--- config.mk ---
export PLATFORM = sky130hd
export DESIGN_NAME = gray_counter
export DESIGN_NICKNAME = d
export VERILOG_FILES = /design/src/rtl/gray_pkg.sv /design/src/rtl/gray2bin.sv /design/src/rtl/gray_counter.sv
export SDC_FILE = /design/constraint.sdc
export NUM_CORES = 1
export LEC_CHECK = 0
export ABC_AREA = 1
export BUFFER_PORTS_ARGS = -buffer_cell sky130_fd_sc_hd__buf_2
export CORE_UTILIZATION = 43
export DETAILED_ROUTE_END_ITERATION = 10
export PLACE_DENSITY = 0.72
export SETUP_SLACK_MARGIN = 0.05
export SYNTH_ARGS = -nofsm -noshare
export SYNTH_HDL_FRONTEND = slang
export SYNTH_SLANG_ARGS = --single-unit
--- constraint.sdc ---
create_clock -name CLK -period 1.3 [get_ports CLK]
set_input_delay 0.065 -clock CLK [delete_from_list [all_inputs] [get_ports CLK]]
set_output_delay 0.065 -clock CLK [all_outputs]
set_load 0.01 [all_outputs]
--- src/rtl/gray_pkg.sv ---
// Shared constants and the binary-to-Gray encoder for the Gray counter.
// Encoder works at the widest supported width; callers cast to their own width.
package gray_pkg;

  localparam int GRAY_DEFAULT_WIDTH = 4;
  localparam int GRAY_MAX_WIDTH     = 16;

  function automatic logic [GRAY_MAX_WIDTH-1:0] bin2gray(input logic [GRAY_MAX_WIDTH-1:0] b);
    return b ^ (b >> 1);
  endfunction

endpackage

--- src/rtl/gray2bin.sv ---
// Gray-to-binary decode as an XOR prefix chain from the msb down.
// Purely combinational, zero latency, no flow control.
module gray2bin #(
  parameter int WIDTH = 4
) (
  input  logic [WIDTH-1:0] g,
  output logic [WIDTH-1:0] b
);

  logic acc;

  always_comb begin
    acc        = g[WIDTH-1];
    b          = '0;
    b[WIDTH-1] = acc;
    for (int i = WIDTH - 2; i >= 0; i--) begin
      acc  = acc ^ g[i];
      b[i] = acc;
    end
  end

endmodule

--- src/rtl/gray_counter.sv ---
// Up/down Gray counter with Gray-coded load; G, B and TC all registered, one cycle from inputs.
// No backpressure: EN low simply holds the count.
module gray_counter
  import gray_pkg::*;
#(
  parameter int WIDTH = GRAY_DEFAULT_WIDTH
) (
  input  logic             CLK,
  input  logic             RST,
  input  logic             EN,
  input  logic             UP,
  input  logic             LD,
  input  logic [WIDTH-1:0] LD_G,
  output logic [WIDTH-1:0] G,
  output logic [WIDTH-1:0] B,
  output logic             TC
);

  logic [WIDTH-1:0] cnt_q;
  logic [WIDTH-1:0] g_q;
  logic             tc_q;
  logic [WIDTH-1:0] ld_bin;
  logic [WIDTH-1:0] cnt_nxt;
  logic [WIDTH-1:0] g_nxt;
  logic             wrap;

  gray2bin #(.WIDTH(WIDTH)) u_ld_dec (
    .g (LD_G),
    .b (ld_bin)
  );

  // Load never flags a wrap; only a real count step across the end does.
  always_comb begin
    cnt_nxt = cnt_q;
    wrap    = 1'b0;
    if (LD) begin
      cnt_nxt = ld_bin;
    end else if (EN) begin
      if (UP) begin
        cnt_nxt = cnt_q + 1'b1;
        wrap    = &cnt_q;
      end else begin
        cnt_nxt = cnt_q - 1'b1;
        wrap    = ~|cnt_q;
      end
    end
    g_nxt = WIDTH'(bin2gray(GRAY_MAX_WIDTH'(cnt_nxt)));
  end

  always_ff @(posedge CLK or posedge RST) begin
    if (RST) begin
      cnt_q <= '0;
      g_q   <= '0;
      tc_q  <= 1'b0;
    end else begin
      cnt_q <= cnt_nxt;
      g_q   <= g_nxt;
      tc_q  <= wrap;
    end
  end

  assign G  = g_q;
  assign B  = cnt_q;
  assign TC = tc_q;

endmodule

==> metrics.md <==
| Metric | Value |
|---|---|
| Die Ht | `38.1 um` |
| GR Layer Usage met1 | `21.2%` |
| Max Cap Viol | `0` |
| Crit Path Max Fanout | `4` |
| Top-Level Pins | `18` |
| Core area | `1160 sq um` |
| Max-slew headroom | `79.6%` |
| Grt met3 use | `6.98%` |
| Tot Pwr | `0.000900 W` |
| Number of CTS-inserted buffers | `3` |
| Total track usage | `20.4%` |
| Deepest clock path buffer count | `2` |
| Mux share of post-synthesis cell area | `0%` |
| Pins Over Slew Limit | `0` |
| Crit path buffers/inverters | `2` |
| Initial Util | `48.6%` |
| Unrepaired setup endpoints after global routing | `true` |
| Max IR drop VDD | `0.696 mV` |
| Buffers on Ports | `17` |
| Mapped Area | `562 sq um` |
| Leading cell type in the layout, fill and taps excluded | `nand2_1` |
| Simple-gate portion of the synthesized area | `roughly a third` |
| Detailed placement HPWL | `955 um` |
| Slowest cell delay on critical path | `around 0.42 ns` |
| Fin crit share | `119%` |
| Final setup margin | `-0.252 ns` |
| Post-Syn Nets | `89` |
| Residual DRC | `0` |
| # diodes | `0` |
| Synth area leaders | `dfrtp_1, nand2_1, inv_1` |
| Pre-antenna DRT Iters | `3` |
| Pwr/cell area | `about 1100 nW/um^2` |
| CP top delay family | `flip-flops` |
| CTS tree | `yes` |
| Area Growth Syn to Fin | `43.2%` |
| Via/cell ratio | `4.85` |
| Total number of vias | `between 500 and 600` |
| Leakage power | `0.440 nW` |
| Synth Register Bits | `8` |
| Clock sinks | `8` |
| Synth unique cells | `21` |
| Arrival @ worst endpoint | `1.69 ns` |
| Critical Path Sink Type | `register` |
| Status | `finished, violations left` |
| Post-route ant nets | `0` |
| Hold slack | `~0.13 ns` |
| Routed length per instance | `10.7 um` |
| Failing checks | `setup timing` |
| GRT Residual Overflow | `0` |
| Adder-cell area share of the yosys netlist | `8.02%` |
| Worst slack at placement | `-0.217 ns` |
| Setup CP Type | `reg -> reg` |
| Row count | `12` |
| Startpoint Class | `register` |
| GP Congestion | `0.790` |
| Layout Nets | `between 100 and 150` |
| Most frequent CP cell | `o21ai_2` |
| Reg clk slew, reported paths | `roughly 0.06 ns` |
| Final wirelength | `1.28 mm` |
| Synth Area in Compound Gates | `9.13%` |
| DIE AREA | `1460 sq um` |
| H-tree Lvls | `1` |
| Vias in the first global route | `526` |
| Antenna violations before repair | `0` |
| HP Class | `in -> reg` |
| Placed insts | `~110` |
| Area fraction of the dominant cell type after synthesis | `35.6%` |
| First-pass GRT wire length | `2.03 mm` |
| # setup viols final | `6` |
| Final Critical Period | `1.55 ns` |
| Post-synthesis cell count | `77` |
| Synth warnings | `0` |
| Layout cells sized above 1 | `between 40% and 50%` |
| Final Non-Filler Cells | `119` |
| Synth Area in XOR/XNOR | `1.56%` |
| Cell taking the most area after synthesis | `dfrtp_1` |
| Crit path required time | `1.44 ns` |
| Commonest cells after routing, fill and taps aside | `nand2_1, buf_2, inv_1` |
| Fin. Hold Viols | `0` |
| GRT met2 Usage | `39.8%` |
| Worst Tran Pin Value | `~0.3 ns` |
| Post-synthesis sequential area ratio | `35.6%` |
| Largest family of logic cells by synthesized area | `simple AND/OR/NAND/NOR gates` |
| Cell-by-cell listing of the critical path | `inv_2 -> fa_1 -> nand2_1 -> o21ai_2 -> o21ai_2 -> buf_4 -> xnor2_2` |
| Most Used Layer, Global Route | `met2` |
| Fmax | `0.644 GHz` |
| Syn Area/Cell | `7.30 sq um` |
| Worst-Skew Late Latency | `0.25 ns` |
| First DRT Iteration DRCs | `6` |
| Largest net degree at the start of global routing | `9` |
| Die X-Extent | `38.1 um` |
| CP max-delay cell | `dfrtp_2` |
| Clock Skews | `0.0129 ns` |
| Setup TNS | `-1.02 ns` |
| Root Driver | `clkbuf_4` |
==> metrics by stage <==
stage	instance area (sq um)	util, %
global placement	703	60.8
CTS	753	65.2
finish	805	69.6
detailed placement	703	60.8
floorplan	578	-
global route	805	69.6
==> where the power goes <==
part / switching (W) / internal [W] / leakage [nW] / total [W]
Sequential: 0.0000243 / 0.000291 / 0.0931 / 0.000315
Combinational: 0.000206 / 0.000178 / 0.332 / 0.000384
Clock: 0.0000839 / 0.000117 / 0.0150 / 0.000201
Total: 0.000314 / 0.000586 / 0.440 / 0.000900
==> tightest hold or removal path: cells and delay by family <==
kind / cells / cell delay [ns]
buf+inv: 2 / 0.11
simple gates: 2 / 0.17
==> cell usage after synthesis <==
master,count
o21ai_1,3
inv_1,12
nand2_2,4
or2_1,1
o21ai_2,2
inv_2,3
dfrtp_1,8
nand3_1,6
a21oi_1,1
nor4_1,1
fa_1,1
nand2_1,21
nand4_1,1
o21ai_0,1
nand3b_1,1
buf_4,2
nor2_1,4
ha_1,2
nand3_2,1
a21oi_2,1
xnor2_1,1
==> area by class of cell <==
cell class / instances / area, sq um
clock buffer: 4 / 26.3
fill: 90 / 352
inverter: 15 / 56.3
multi-input combinational: 52 / 345
sequential: 8 / 204
tap: 14 / 17.5
timing repair buffer: 26 / 155
==> repair_timing <==
action / in CTS / in global routing
resized for setup: 2 / 6
setup buffers: 1 / 3
endpoints found under the setup margin: 7 / 7
hold endpoints to repair: 8 / 0
pin swaps: 3 / 2
hold buffers: 1 / 0
==> cell families (layout without fill, tap and decap cells) <==
kind of cell	count (synthesis)	in the layout
simple gates	40	40
buf+inv	17	45
compound gates	8	8
flops	8	8
fa+ha+maj	3	3
xor+xnor	1	1
==> metal layers <==
metal	wire length, um	part of all wire [%]
met1	530	41
met3	46	3.6
met2	702	55
met5	0	0
met4	0	0
==> flip-flops by register name, indices dropped and copies added (netlist names) <==
name,flops
B,4
G,3
TC,1
==> path summary, 6_finish.rpt <==
kind / from / cells past startpoint / end / slack [ns]
max: B[0] / 7 / G[1] / -0.25
min: LD_G[0] / 4 / B[0] / 0.13
max reg2reg: B[0] / 7 / G[1] / -0.25
min reg2reg: B[3] / 4 / B[3] / 0.71
max in group asynchronous: RST / 3 / B[2] / 0.74
min in group asynchronous: RST / 3 / G[1] / 0.29
No activity file was read; power rests on OpenSTA's default activity.
